**config.mk**
```make
export PLATFORM = sky130hd
export DESIGN_NAME = uart_tx_flat
export DESIGN_NICKNAME = d
export VERILOG_FILES = /design/src/rtl/uart_pkg.sv /design/src/rtl/uart_tx_if.sv /design/src/rtl/uart_tx_fifo.sv /design/src/rtl/uart_tx.sv /design/src/flat_wrapper.sv
export SDC_FILE = /design/constraint.sdc
export NUM_CORES = 1
export LEC_CHECK = 0
export BUFFER_PORTS_ARGS = -buffer_cell sky130_fd_sc_hd__buf_4
export CELL_PAD_IN_SITES_DETAIL_PLACEMENT = 0
export CELL_PAD_IN_SITES_GLOBAL_PLACEMENT = 2
export CORE_MARGIN = 8
export CORE_UTILIZATION = 38
export CTS_BUF_LIST = sky130_fd_sc_hd__clkbuf_8
export DETAILED_ROUTE_END_ITERATION = 8
export GPL_TIMING_DRIVEN = 0
export PLACE_DENSITY = 0.75
export SLEW_MARGIN = 40
export SYNTH_ARGS = -nofsm -noshare
export SYNTH_HDL_FRONTEND = slang
export SYNTH_SLANG_ARGS = --single-unit
```
**constraint.sdc**
```tcl
create_clock -name clk -period 2.19 [get_ports clk]
set_input_delay 0.219 -clock clk [delete_from_list [all_inputs] [get_ports clk]]
set_output_delay 0.219 -clock clk [all_outputs]
set_load 0.02 [all_outputs]
```
**src/rtl/uart_pkg.sv**
```systemverilog
// Shared UART definitions: FSM state type, frame bit counts and baud divisor helper.
package uart_pkg;

  localparam int unsigned DATA_BITS = 8;
  localparam int unsigned STOP_BITS = 1;

  typedef enum logic [2:0] {
    IDLE  = 3'd0,
    START = 3'd1,
    DATA  = 3'd2,
    STOP  = 3'd3,
    GAP   = 3'd4
  } state_t;

  // Clocks per bit, truncated (434 for 50 MHz / 115200).
  function automatic int unsigned baud_div(input int unsigned clk_freq, input int unsigned baud);
    return clk_freq / baud;
  endfunction

endpackage

```
**src/rtl/uart_tx_if.sv**
```systemverilog
// Byte producer to transmitter handshake (valid/ready).
interface uart_tx_if;
  logic       in_valid;
  logic [7:0] in_byte;
  logic       in_ready;

  modport master (output in_valid, output in_byte, input in_ready);
  modport slave  (input in_valid, input in_byte, output in_ready);
endinterface

```
**src/rtl/uart_tx_fifo.sv**
```systemverilog
// Synchronous circular byte FIFO; pointers wrap modulo DEPTH (power of two).
module uart_tx_fifo
  import uart_pkg::*;
#(
  parameter  int unsigned DEPTH = 4,
  localparam int unsigned PTR_W = $clog2(DEPTH),
  localparam int unsigned CNT_W = $clog2(DEPTH + 1)
) (
  input  logic                 clk,
  input  logic                 rstn,
  input  logic                 push,
  input  logic [DATA_BITS-1:0] din,
  input  logic                 pop,
  output logic [DATA_BITS-1:0] dout,
  output logic [CNT_W-1:0]     count,
  output logic                 full
);

  logic [DATA_BITS-1:0] mem [DEPTH];
  logic [PTR_W-1:0]     wr_ptr;
  logic [PTR_W-1:0]     rd_ptr;
  logic                 push_ok;
  logic                 pop_ok;

  assign full    = (count == CNT_W'(DEPTH));
  assign push_ok = push && !full;
  assign pop_ok  = pop && (count != '0);
  assign dout    = mem[rd_ptr];

  // Storage write; contents need no reset since count gates every read.
  always_ff @(posedge clk) begin
    if (push_ok) mem[wr_ptr] <= din;
  end

  // Pointer and occupancy bookkeeping; simultaneous push/pop leaves count unchanged.
  always_ff @(posedge clk or negedge rstn) begin
    if (!rstn) begin
      wr_ptr <= '0;
      rd_ptr <= '0;
      count  <= '0;
    end else begin
      if (push_ok) wr_ptr <= wr_ptr + PTR_W'(1);
      if (pop_ok)  rd_ptr <= rd_ptr + PTR_W'(1);
      case ({push_ok, pop_ok})
        2'b10:   count <= count + CNT_W'(1);
        2'b01:   count <= count - CNT_W'(1);
        default: count <= count;
      endcase
    end
  end

endmodule

```
**src/rtl/uart_tx.sv**
```systemverilog
// 8N1 UART transmitter with input FIFO and one idle bit time between frames.
module uart_tx
  import uart_pkg::*;
#(
  parameter  int unsigned CLK_FREQ   = 50_000_000,
  parameter  int unsigned BAUD       = 115200,
  parameter  int unsigned FIFO_DEPTH = 4,
  localparam int unsigned FC_W       = $clog2(FIFO_DEPTH + 1)
) (
  input  logic            clk,
  input  logic            rstn,
  uart_tx_if.slave        in_if,
  output logic            tx,
  output logic            busy,
  output logic            byte_done,
  output logic [FC_W-1:0] fifo_count
);

  localparam int unsigned BAUD_DIV = baud_div(CLK_FREQ, BAUD);
  localparam int unsigned CNT_W    = (BAUD_DIV > 1) ? $clog2(BAUD_DIV) : 1;
  localparam int unsigned IDX_W    = $clog2(DATA_BITS);

  state_t                 state;
  logic [CNT_W-1:0]       baud_cnt;
  logic [IDX_W-1:0]       bit_idx;
  logic [DATA_BITS-1:0]   shreg;
  logic [DATA_BITS-1:0]   fifo_dout;
  logic                   fifo_full;
  logic                   push;
  logic                   pop;
  logic                   bit_end;

  assign in_if.in_ready = !fifo_full;
  assign push           = in_if.in_valid && !fifo_full;
  assign pop            = (state == IDLE) && (fifo_count != '0);
  assign bit_end        = (baud_cnt == CNT_W'(BAUD_DIV - 1));
  assign busy           = (state != IDLE) || (fifo_count != '0);

  uart_tx_fifo #(.DEPTH(FIFO_DEPTH)) u_fifo (
    .clk   (clk),
    .rstn  (rstn),
    .push  (push),
    .din   (in_if.in_byte),
    .pop   (pop),
    .dout  (fifo_dout),
    .count (fifo_count),
    .full  (fifo_full)
  );

  // Frame sequencer: baud counter, shift register and registered line output.
  always_ff @(posedge clk or negedge rstn) begin
    if (!rstn) begin
      state     <= IDLE;
      baud_cnt  <= '0;
      bit_idx   <= '0;
      shreg     <= '0;
      tx        <= 1'b1;
      byte_done <= 1'b0;
    end else begin
      byte_done <= 1'b0;
      if (state != IDLE) baud_cnt <= bit_end ? '0 : baud_cnt + CNT_W'(1);
      case (state)
        IDLE: begin
          tx <= 1'b1;
          if (pop) begin
            shreg    <= fifo_dout;
            baud_cnt <= '0;
            bit_idx  <= '0;
            tx       <= 1'b0;
            state    <= START;
          end
        end
        START: begin
          if (bit_end) begin
            tx    <= shreg[0];
            state <= DATA;
          end
        end
        DATA: begin
          if (bit_end) begin
            if (bit_idx == IDX_W'(DATA_BITS - 1)) begin
              tx    <= 1'b1;
              state <= STOP;
            end else begin
              bit_idx <= bit_idx + IDX_W'(1);
              shreg   <= {1'b0, shreg[DATA_BITS-1:1]};
              tx      <= shreg[1];
            end
          end
        end
        STOP: begin
          if (bit_end) state <= GAP;
        end
        GAP: begin
          if (bit_end) begin
            byte_done <= 1'b1;
            state     <= IDLE;
          end
        end
        default: state <= IDLE;
      endcase
    end
  end

endmodule
```
**src/flat_wrapper.sv**
```systemverilog
// flat-port wrapper written by rule: the top's interface ports become plain ports
module uart_tx_flat import uart_pkg::*;
#(
  parameter  int unsigned CLK_FREQ   = 50_000_000,
  parameter  int unsigned BAUD       = 115200,
  parameter  int unsigned FIFO_DEPTH = 4,
  localparam int unsigned FC_W       = $clog2(FIFO_DEPTH + 1)
)
  (clk, rstn, tx, busy, byte_done, fifo_count, in_if_in_valid, in_if_in_byte, in_if_in_ready);
  uart_tx_if in_if_i ();
  input  logic clk;
  input  logic rstn;
  output logic tx;
  output logic busy;
  output logic byte_done;
  output logic [FC_W-1:0] fifo_count;
  input wire logic [$bits(in_if_i.in_valid)-1:0] in_if_in_valid;
  input wire logic [$bits(in_if_i.in_byte)-1:0] in_if_in_byte;
  output wire logic [$bits(in_if_i.in_ready)-1:0] in_if_in_ready;
  assign in_if_i.in_valid = in_if_in_valid;
  assign in_if_i.in_byte = in_if_in_byte;
  assign in_if_in_ready = in_if_i.in_ready;
  uart_tx #(.CLK_FREQ(CLK_FREQ), .BAUD(BAUD), .FIFO_DEPTH(FIFO_DEPTH)) u_core (.clk(clk), .rstn(rstn), .in_if(in_if_i), .tx(tx), .busy(busy), .byte_done(byte_done), .fifo_count(fifo_count));
endmodule
```
==> run_results.csv <==
group,metric,value,unit
status,status,"completed",
worst_setup_path,worstReg2RegEnd,"u_core.u_fifo.count[2]",
layout,post-route-util,0.460,
worst_setup_path,endpoint_kind,"output port",
layout,diodes,0,
floorplanning,fp.dieW,104,um
detailed_routing,drtAntennaViolNets,0,
synthesis,yosysTopAreaCell,"edfxtp_1",
layout,final_cells,349,
worst_setup_path,crit_path_max_fanout,11,
placement,gp_congestion,0.703,
detailed_routing,drc,0,
worst_setup_path,path_class,"register to output port",
synthesis,synth_top_area_share,0.326,
layout,final_common_cell,"edfxtp_1",
floorplanning,initial_core_util,0.387,
sta,hold_viol,0,
job,drv_cap,0,
worst_setup_path,r2r_slack,0.13,ns
min_path,whs_path_depth,1,
clock_network,insertion_delay,0.35,ns
synthesis,ys_warn_count,0,
detailed_routing,dr.first_iter.drc_count,45,
floorplanning,ioPinCount,18,
detailed_routing,drt-pass1-iter-count,5,
min_path,hold_start,"in_if_in_byte[5]",
synthesis,netlist_top_cells_area,"edfxtp_1 (33%), dfrtp_1 (26%), mux4_2 (6.1%)",
layout,area_delta_synth_final,18.6,%
clock_network,htree_levels,3,
clock_network,cts-buffers-inserted,9,
synthesis,ys_ff_latch,64,
sta,setup_viol,0,
synthesis,avgSynthCellArea,14.1,um^2
placement,dp_hpwl,3570,um
clock_network,cts_tree,"done",
sta,period_minus_slack,2.11,ns
sta,clock.fmax,0.473,GHz
floorplanning,fp.dieH,104,um
sta,setup_slack,0.0774,ns
sta,clock_skew,0.00919,ns
power_and_ir_drop,finalPower,4.05,mW
synthesis,syn_nets,230,
floorplanning,die_area,10800,um^2
layout,final_cell_mix,"edfxtp_1 (32), dfrtp_1 (30), buf_4 (24)",
layout,nFillCells,715,
global_route,grt_pass1_vias,1774,
worst_setup_path,rr_worst_depth,9,
min_path,hp-class,"input pin to register",
power_and_ir_drop,ir_worst_vdd,0.563,mV
sta,report.final.slew_viol_count,0,
sta,worst_pin_slew,0.585,ns
worst_setup_path,cp.arrival,1.89,ns
layout,nets,263,
worst_setup_path,critPathRequiredTime,1.97,ns
synthesis,synth_cells,209,
synthesis,syn-cell-area,2950,um^2
placement,placedCellCount,328,
placement,io_buffers,17,
detailed_routing,vias_per_cell,4.94,
global_route,grt_pass1_wl,9030,um
global_route,grt_max_degree,33,
floorplanning,num_rows,32,
placement,placed_cell_area,3220,um^2
worst_setup_path,startpoint_type,"register",
clock_network,cts_sinks,64,
global_route,grt_usage,0.106,
min_path,min_to,"u_core.u_fifo.mem[0][5]",
sta,rsz0062_at_grt,"yes",
sta,hold_ws,0.0684,ns
detailed_routing,routed_wl,5300,um
clock_network,cts_buffer_depth,2,
synthesis,yosysUniqueCellTypes,44,
global_route,globalRoute.totalOverflow,0,
detailed_routing,wl_per_cell,15.2,um
clock_network,clk_pin_slew,0.08,ns
layout,design_area,3500,um^2
power_and_ir_drop,power_per_cell_area,1160,nW/um^2
clock_network,cts_root_buf,"clkbuf_8",
placement,dp_worst_setup_slack,-0.153,ns
floorplanning,core-area,7610,um^2
synthesis,seq_area_frac_synth,0.598,
detailed_routing,via_count,1724,
power_and_ir_drop,p_leak,1.41,nW
layout,final_layout_size_suffix_gt1_frac,0.336,
sta,fin_crit_sh,0.965,
sta,relSlewSlack,0.610,
sta,fin_setup_tns,0,ns
worst_setup_path,worstReg2RegStart,"u_core.state[2]",
global_route,antenna_found_initial,0,
## worst max-delay path by stage
stage                                 startpoint                      to  slack, ns
after detailed placement         u_core.state[0]  u_core.u_fifo.count[2]      -0.15
after global placement           u_core.state[0]  u_core.u_fifo.count[2]      -0.11
after floorplan                  u_core.state[0]  u_core.u_fifo.count[2]       0.03
final                            u_core.state[0]                    busy       0.08
after CTS                 u_core.u_fifo.count[1]                    busy     0.0003
after global routing             u_core.state[0]                    busy      -0.04
## synthesized netlist by cell type
cell type and n:
mux2i_1 2, nand2_1 14, nor4_1 1, a211oi_1 1, nor3_1 2, nor2b_1 1
xor2_1 4, o21ai_1 2, nand3_1 10, mux2_4 7, fa_1 1, nor3_2 1
edfxtp_1 32, and4bb_2 1, nor2_4 1, nor2_1 6, dfrtp_1 31, o311ai_0 1
a211o_1 1, clkbuf_1 1, nand3b_1 1, buf_4 1, o21ai_0 7, buf_6 2
xnor2_1 5, nand2_2 1, or3_1 2, nand4_1 1, a22o_1 2, buf_2 5
and2_1 3, o22ai_1 2, o21ai_2 1, mux4_2 8, dfstp_2 1, mux2_2 10
a21oi_1 7, ha_1 9, and4b_1 2, o31ai_1 1, and3_1 6, or4b_1 1
nor3b_1 1, inv_1 10
## area by class of cell
| class | count | area, um^2 | share of cell area |
|---|---|---|---|
| flip-flops and latches | 64 | 1760 | 0.505 |
| multi-input cells | 126 | 1130 | 0.322 |
| repair buffers | 23 | 175 | 0.0501 |
| well taps | 102 | 128 | 0.0365 |
| clock buffers | 9 | 124 | 0.0354 |
| clock inverters | 7 | 78.8 | 0.0225 |
| plain buffers | 8 | 62.6 | 0.0179 |
| inverters | 10 | 37.5 | 0.0107 |
## repair_timing
item / 4_1_cts / 5_1_grt
resized for setup: 4 / 6
setup buffers: 3 / 2
pin swaps: 2 / 3
endpoints found under the hold margin: 31 / 0
hold buffers: 1 / 0
setup endpoints to repair: 2 / 2
## where the power goes
part           switching, mW  internal [mW]
logic                  0.561          0.644
registers              0.200           1.60
clock network          0.506          0.535
total                   1.27           2.78
## layer usage
metal	wire [um]	track usage	share of wire
met2	2530	0.167	0.48
met5	0	0	0
met1	2540	0.126	0.48
met3	112	0.0285	0.021
met4	124	0.0651	0.023
## critical path, stage by stage, from the launching register on
cell and delay, ns:
dfrtp_2 0.50, nor3_2 0.38, and2_1 0.17, buf_2 0.22, inv_1 0.11, buf_4 0.17
## cells by family after synthesis
kind of cell             after synthesis  share of synthesized area
buffers and inverters                 19                     0.0327
adder cells (fa/ha/maj)               10                     0.0450
flip-flops                            64                      0.598
multiplexers                          27                      0.142
AO/OA/AOI/OAI                         25                     0.0514
XOR/XNOR                               9                     0.0267
AND/OR/NAND/NOR                       55                      0.104
## flip-flops by register name, indices dropped and copies added (netlist names)
name,cells
u_core.u_fifo.mem,32
u_core.byte_done,1
u_core.shreg,8
u_core.baud_cnt,9
u_core.state,3
u_core.tx,1
u_core.bit_idx,3
u_core.u_fifo.wr_ptr,2
u_core.u_fifo.count,3
u_core.u_fifo.rd_ptr,2
Power figures use the tool's default switching activity.
